--- src/rtl/pe_gen2.sv ---
// ---------------------------------------------------------------------------
// pe_gen2 -- systolic-array processing element with a double-buffered weight.
//
// Each cycle the PE forwards activations and a weight-loading chain to its
// neighbours. It also accumulates a*w_active into the partial sum coming from
// upstream. New weights arrive on the chain tagged with a destination row.
// A beat whose tag matches ROW_ID is copied into a shadow register. swap_in
// promotes the shadow weight to the active slot. This lets the next weight be
// loaded while the current one is still in use.
//
// Ports:
//   clk, rst                       clock, asynchronous active-high reset
//   en_in, a_in, psum_in, ovf_in   MAC operands (valid when en_in=1)
//   w_valid_in, w_tag_in, w_in     weight-chain beat
//   swap_in                        promote shadow weight to active
//   en_out, a_out, psum_out,
//   ovf_out                        registered MAC result (held when en_in=0)
//   w_valid_out, w_tag_out, w_out  weight chain delayed one cycle
//   swap_out                       swap_in delayed one cycle
//   w_state                        {active_valid, shadow_valid}
// ---------------------------------------------------------------------------
module pe_gen2 #(
  parameter int DATA_WIDTH = 16,
  parameter int PSUM_WIDTH = 40,  // must be >= 2*DATA_WIDTH
  parameter int TAG_WIDTH  = 5,
  parameter int ROW_ID     = 0,
  parameter int SIGNED     = 1,
  parameter int SATURATE   = 1
) (
  input  logic                  clk,
  input  logic                  rst,
  input  logic                  en_in,
  input  logic [DATA_WIDTH-1:0] a_in,
  input  logic [PSUM_WIDTH-1:0] psum_in,
  input  logic                  ovf_in,
  input  logic                  w_valid_in,
  input  logic [TAG_WIDTH-1:0]  w_tag_in,
  input  logic [DATA_WIDTH-1:0] w_in,
  input  logic                  swap_in,
  output logic                  en_out,
  output logic [DATA_WIDTH-1:0] a_out,
  output logic [PSUM_WIDTH-1:0] psum_out,
  output logic                  ovf_out,
  output logic                  w_valid_out,
  output logic [TAG_WIDTH-1:0]  w_tag_out,
  output logic [DATA_WIDTH-1:0] w_out,
  output logic                  swap_out,
  output logic [1:0]            w_state
);

  localparam int DW = DATA_WIDTH;
  localparam int PW = PSUM_WIDTH;

  localparam logic                 SIGNED_B   = (SIGNED != 0);
  localparam logic                 SATURATE_B = (SATURATE != 0);
  localparam logic [TAG_WIDTH-1:0] ROW_TAG    = TAG_WIDTH'(ROW_ID);

  localparam logic [PW-1:0] S_MAX = {1'b0, {(PW-1){1'b1}}};
  localparam logic [PW-1:0] S_MIN = {1'b1, {(PW-1){1'b0}}};
  localparam logic [PW-1:0] U_MAX = {PW{1'b1}};

  // The state encoding is the w_state port value: {active_valid, shadow_valid}.
  typedef enum logic [1:0] {
    W_EMPTY  = 2'b00,
    W_SHADOW = 2'b01,
    W_ACTIVE = 2'b10,
    W_BOTH   = 2'b11
  } wstate_t;

  wstate_t           state_r;
  wstate_t           state_nxt_s;
  logic [DW-1:0]     active_w_r;
  logic [DW-1:0]     shadow_w_r;
  logic              cap_hit_s;
  logic              load_active_s;
  logic              load_shadow_s;
  logic [2*DW-1:0]   prod_s;
  logic [PW:0]       sum_s;
  logic              local_ovf_s;
  logic [PW-1:0]     result_s;

  // ---------------------------------------------------------------------
  // Arithmetic helpers
  // ---------------------------------------------------------------------

  // Widen an operand to 2*DW bits. The low 2*DW bits of the product of the
  // widened operands are then correct for both signed and unsigned modes.
  function automatic logic [2*DW-1:0] ext_operand(input logic [DW-1:0] v);
    return {{DW{SIGNED_B & v[DW-1]}}, v};
  endfunction

  function automatic logic [2*DW-1:0] mul_full(input logic [DW-1:0] a,
                                               input logic [DW-1:0] w);
    return ext_operand(a) * ext_operand(w);
  endfunction

  function automatic logic [PW:0] ext_prod(input logic [2*DW-1:0] p);
    return {{(PW+1-2*DW){SIGNED_B & p[2*DW-1]}}, p};
  endfunction

  function automatic logic [PW:0] ext_psum(input logic [PW-1:0] p);
    return {SIGNED_B & p[PW-1], p};
  endfunction

  // The PW+1-bit sum cannot itself overflow. The true result is out of
  // range when the two top bits disagree (signed) or the carry is set.
  function automatic logic sum_ovf(input logic [PW:0] s);
    if (SIGNED_B) begin
      return s[PW] ^ s[PW-1];
    end else begin
      return s[PW];
    end
  endfunction

  // Bound selected from the sign of the true (PW+1-bit) result.
  function automatic logic [PW-1:0] clamp_value(input logic [PW:0] s);
    if (SIGNED_B) begin
      return s[PW] ? S_MIN : S_MAX;
    end else begin
      return U_MAX;
    end
  endfunction

  assign cap_hit_s = w_valid_in && (w_tag_in == ROW_TAG);

  // ---------------------------------------------------------------------
  // Weight state machine
  // ---------------------------------------------------------------------

  // State register.
  always_ff @(posedge clk or posedge rst) begin
    if (rst) begin
      state_r <= W_EMPTY;
    end else begin
      state_r <= state_nxt_s;
    end
  end

  // Next-state logic. A swap only acts when a shadow weight exists.
  // A capture in the same cycle refills the shadow slot.
  always_comb begin
    state_nxt_s = state_r;
    case (state_r)
      W_EMPTY: begin
        if (cap_hit_s) state_nxt_s = W_SHADOW;
        else           state_nxt_s = W_EMPTY;
      end
      W_SHADOW: begin
        if (swap_in && cap_hit_s) state_nxt_s = W_BOTH;
        else if (swap_in)         state_nxt_s = W_ACTIVE;
        else                      state_nxt_s = W_SHADOW;
      end
      W_ACTIVE: begin
        if (cap_hit_s) state_nxt_s = W_BOTH;
        else           state_nxt_s = W_ACTIVE;
      end
      W_BOTH: begin
        if (swap_in && !cap_hit_s) state_nxt_s = W_ACTIVE;
        else                       state_nxt_s = W_BOTH;
      end
      default: state_nxt_s = W_EMPTY;
    endcase
  end

  // FSM outputs: load strobes for the weight registers.
  always_comb begin
    load_shadow_s = cap_hit_s;
    load_active_s = 1'b0;
    case (state_r)
      W_SHADOW, W_BOTH: load_active_s = swap_in;
      W_EMPTY, W_ACTIVE: load_active_s = 1'b0;
      default:           load_active_s = 1'b0;
    endcase
  end

  // Weight storage. On a simultaneous swap and capture, the active slot
  // receives the old shadow value.
  always_ff @(posedge clk or posedge rst) begin
    if (rst) begin
      active_w_r <= {DW{1'b0}};
      shadow_w_r <= {DW{1'b0}};
    end else begin
      if (load_active_s) active_w_r <= shadow_w_r;
      else               active_w_r <= active_w_r;
      if (load_shadow_s) shadow_w_r <= w_in;
      else               shadow_w_r <= shadow_w_r;
    end
  end

  // ---------------------------------------------------------------------
  // MAC datapath
  // ---------------------------------------------------------------------

  // The multiply uses the active weight held before this edge, so a swap
  // reaches the MAC one cycle later. With no active weight the product is 0.
  always_comb begin
    if (state_r[1]) prod_s = mul_full(a_in, active_w_r);
    else            prod_s = {(2*DW){1'b0}};
    sum_s       = ext_prod(prod_s) + ext_psum(psum_in);
    local_ovf_s = sum_ovf(sum_s);
    if (local_ovf_s && SATURATE_B) result_s = clamp_value(sum_s);
    else                           result_s = sum_s[PW-1:0];
  end

  // MAC output registers. When en_in=0 these hold, except en_out.
  always_ff @(posedge clk or posedge rst) begin
    if (rst) begin
      en_out   <= 1'b0;
      a_out    <= {DW{1'b0}};
      psum_out <= {PW{1'b0}};
      ovf_out  <= 1'b0;
    end else if (en_in) begin
      en_out   <= 1'b1;
      a_out    <= a_in;
      psum_out <= result_s;
      ovf_out  <= ovf_in | local_ovf_s;
    end else begin
      en_out   <= 1'b0;
      a_out    <= a_out;
      psum_out <= psum_out;
      ovf_out  <= ovf_out;
    end
  end

  // Weight chain and swap forwarding. These always forward, including beats
  // this PE captures.
  always_ff @(posedge clk or posedge rst) begin
    if (rst) begin
      w_valid_out <= 1'b0;
      w_tag_out   <= {TAG_WIDTH{1'b0}};
      w_out       <= {DW{1'b0}};
      swap_out    <= 1'b0;
    end else begin
      w_valid_out <= w_valid_in;
      w_tag_out   <= w_tag_in;
      w_out       <= w_in;
      swap_out    <= swap_in;
    end
  end

  assign w_state = state_r;

endmodule

--- config.mk ---
export PLATFORM = sky130hd
export DESIGN_NAME = pe_gen2
export DESIGN_NICKNAME = d
export VERILOG_FILES = /design/src/rtl/pe_gen2.sv
export SDC_FILE = /design/constraint.sdc
export NUM_CORES = 1
export LEC_CHECK = 0
export CAP_MARGIN = 20
export CORE_UTILIZATION = 45
export CTS_CLUSTER_DIAMETER = 60
export DETAILED_ROUTE_END_ITERATION = 7
export DONT_BUFFER_PORTS = 1
export PLACE_DENSITY_LB_ADDON = 0.12
export SLEW_MARGIN = 5
export SYNTH_ARGS = -nofsm -noshare
export SYNTH_HDL_FRONTEND = slang
export SYNTH_SLANG_ARGS = --single-unit
--- constraint.sdc ---
create_clock -name clk -period 9.4 [get_ports clk]
set_clock_uncertainty 0.05 [all_clocks]
set_input_delay 1.41 -clock clk [delete_from_list [all_inputs] [get_ports clk]]
set_output_delay 1.41 -clock clk [all_outputs]
set_load 0.01 [all_outputs]
==> results.tsv <==
stage	metric	value	unit
outcome	status	completed	
worst_hold_path	hold_class	reg2reg	
setup_path	max_stage_delay	0.54	ns
final_layout	n_fill_cell	3372	
synthesis	synthAdderAreaFrac	42.2	%
sta	setup_viol	0	
placed_design	io_buffers	0	
sta	fin_crit	9.04	ns
final_layout	layout-drive-gt1-share	12.0	%
synthesis	ys_seq_elements	115	
synthesis	synth_area_leaders	fa_1 32%, dfrtp_1 18%, ha_1 9.4%	
grt	overflow	0	
final_layout	utilization	50.7	%
routing	drt_wl_total	42900	um
routing	wl_met2	20300	um
die	die_w	192	um
sta	hold_viol	0	
setup_path	path_common_cell	fa_1	
placed_design	hpwl	34900	um
synthesis	synth_edf_count	0	
grt	antenna_found_initial	3	
synthesis	synth_top_family_by_area	adder cells	
placed_design	post-place-ws	-0.129	ns
synthesis	synth_seq_area_share	17.7	%
die	dieArea	37000	um2
run	maxCapViolCount	0	
routing	vias	11744	
sta	drv_slew	0	
sta	worst_slack	0.358	ns
final_layout	nets	2222	
clock_network	cts_tree	yes	
routing	dr_wl_met3	2270	um
grt	track_usage	25.2	%
placed_design	gp_congestion	0.885	
clock_network	h-tree-depth	4	
routing	drt_iter0_markers	554	
die	die_h	192	um
synthesis	synthXorXnorAreaFrac	3.55	%
synthesis	ys.flop_type	dfrtp_1	
clock_network	clk_pin_slew	0.06	ns
setup_path	critPathKind	in2reg	
synthesis	synth-simple-area-share	13.7	%
synthesis	ys.warnings.count	0	
grt	first_global_vias	12740	
clock_network	clock-root-buffer	clkbuf_16	
die	initial_core_util	45.8	%
setup_path	cp_max_fo	17	
synthesis	synth_cells	1701	
synthesis	mappedNetlistNets	2169	
routing	dr.max_layer_used	met4	
sta	fin_crit_sh	96.2	%
grt	grt_max_degree	69	
die	core-area	35600	um2
routing	wire_per_inst	19.2	um
sta	relSlewSlack	23.9	%
routing	drc_errors	0	
routing	dr.pass1.iters	5	
synthesis	synthesis.area	16300	um2
die	io_pins	166	
setup_path	setup.worst_path.start_class	input port	
grt	grt_first_pass_wirelength	70700	um
clock_network	clock_latency	0.45	ns
synthesis	synth_compound_area_share	10.7	%
final_layout	layout_common_cells	300 x inv_1, 263 x fa_1, 177 x nand2_1, 140 x and2_1, 121 x ha_1	
synthesis	synth_top_area_share	32.3	%
clock_network	cts.sinks	115	
routing	wl_met1	19700	um
synthesis	synth_largest_area_cell	fa_1	
routing	viasPerCell	5.26	
setup_path	required	9.68	ns
synthesis	synth-async-reset-ratio	100	%
final_layout	syn_to_final_growth	10.6	%
sta	max_freq	0.111	GHz
setup_path	cp.arrival	9.32	ns
clock_network	clockBufferDepth	2	
setup_path	cp-end-kind	flop	
routing	drtAntennaViolNets	0	
die	rows	69	
synthesis	synthDistinctLibCells	71	
setup_path	slowest_stage	fa_1	
clock_network	cts_inserted_buffers	17	
final_layout	final_common_cell	inv_1	
synthesis	avgSynthCellArea	9.58	um2
synthesis	muxShareOfSynthArea	3.64	%
sta	worstMarginPinSlew	1.14	ns
[per-stage QoR]
stage,instances,hold slack (ns),setup TNS [ns],area (um2)
finish,2231,0.449,0,18000
global route,2229,0.472,-0.0605,18000
CTS,2228,0.453,0,18000
detailed placement,2196,0.438,-0.629,17400
global placement,2196,0.432,-0.0640,17400
floorplan,1701,0.425,0,16300
[per-layer routing]
| metal | global-route usage (%) | up-vias |
|---|---|---|
| met5 | 0 | - |
| met4 | 5.33 | 0 |
| met3 | 6.11 | 34 |
| met2 | 40.6 | 210 |
| met1 | 34.4 | 5993 |
| li1 | - | 5507 |
[synth_stat cells, types with 4 or more instances]
cell type,instances
nor2_1,69
a22o_1,4
mux2_2,50
nor3_1,15
xnor2_1,49
fa_1,263
nor2b_1,10
inv_1,301
nand2b_1,8
o31ai_1,7
nand4_1,8
nand2_1,177
maj3_1,7
o21bai_1,7
xor2_1,17
a21o_1,32
o2bb2ai_1,19
a211oi_1,7
dfrtp_1,115
o21ai_0,49
and2_1,140
and3_1,7
nand3_1,8
o211ai_1,10
o21a_1,15
clkbuf_1,52
ha_1,122
a31oi_1,11
buf_2,6
a21oi_1,55
[state kept, by name, summed over array words and instances, names as in the netlist]
register and cells:
a_out 16, ovf_out 1, w_state 2, w_tag_out 5, w_out 16, swap_out 1
shadow_w_r 16, w_valid_out 1, active_w_r 16, en_out 1, psum_out 40
[worst paths after layout]
check / start / end / slack, ns / cells after the start
worst max-delay path: a_in[13] / psum_out[0] / 0.36 / 34
worst min-delay path: shadow_w_r[9] / shadow_w_r[9] / 0.45 / 1
worst max register to register: active_w_r[9] / psum_out[0] / 0.43 / 33
worst min register to register: shadow_w_r[9] / shadow_w_r[9] / 0.45 / 1
max in group asynchronous: rst / active_w_r[7] / 7.13 / 2
min in group asynchronous: rst / psum_out[37] / 0.80 / 1
[repair_timing]
action / CTS / global route
endpoints found under the setup margin: 0 / 40
hold buffers: 0 / 0
gates resized for setup: 0 / 11
buffers inserted: 0 / 0
[cells by family (layout without fill, tap and decap cells)]
kind of cell	count (synthesis)	in the layout
XOR/XNOR	66	66
flip-flops	115	115
multiplexers	52	52
AO/OA/AOI/OAI	251	251
other	0	3
AND/OR/NAND/NOR	458	458
adder cells (fa/ha/maj)	394	394
buffers and inverters	365	431
[worst max-delay path, delay by kind of cell]
kind / cells / cell delay (ns)
fa+ha+maj: 9 / 4.05
simple gates: 10 / 1.68
compound gates: 8 / 1.38
buf+inv: 6 / 0.51
mux: 1 / 0.27
[cell type report]
type | count | area (um2) | share of cell area (%)
Antenna cell | 3 | 7.51 | 0.0416
Sequential cell | 115 | 2880 | 16.0
Clock buffer | 17 | 425 | 2.36
Clock inverter | 15 | 159 | 0.881
Multi-Input combinational cell | 1221 | 12100 | 67.1
Tap cell | 461 | 577 | 3.20
Inverter | 303 | 1140 | 6.33
Timing Repair Buffer | 96 | 746 | 4.13
Power is not shown: default switching activity piles up to over one toggle a cycle in this logic, so the estimate is an artifact.
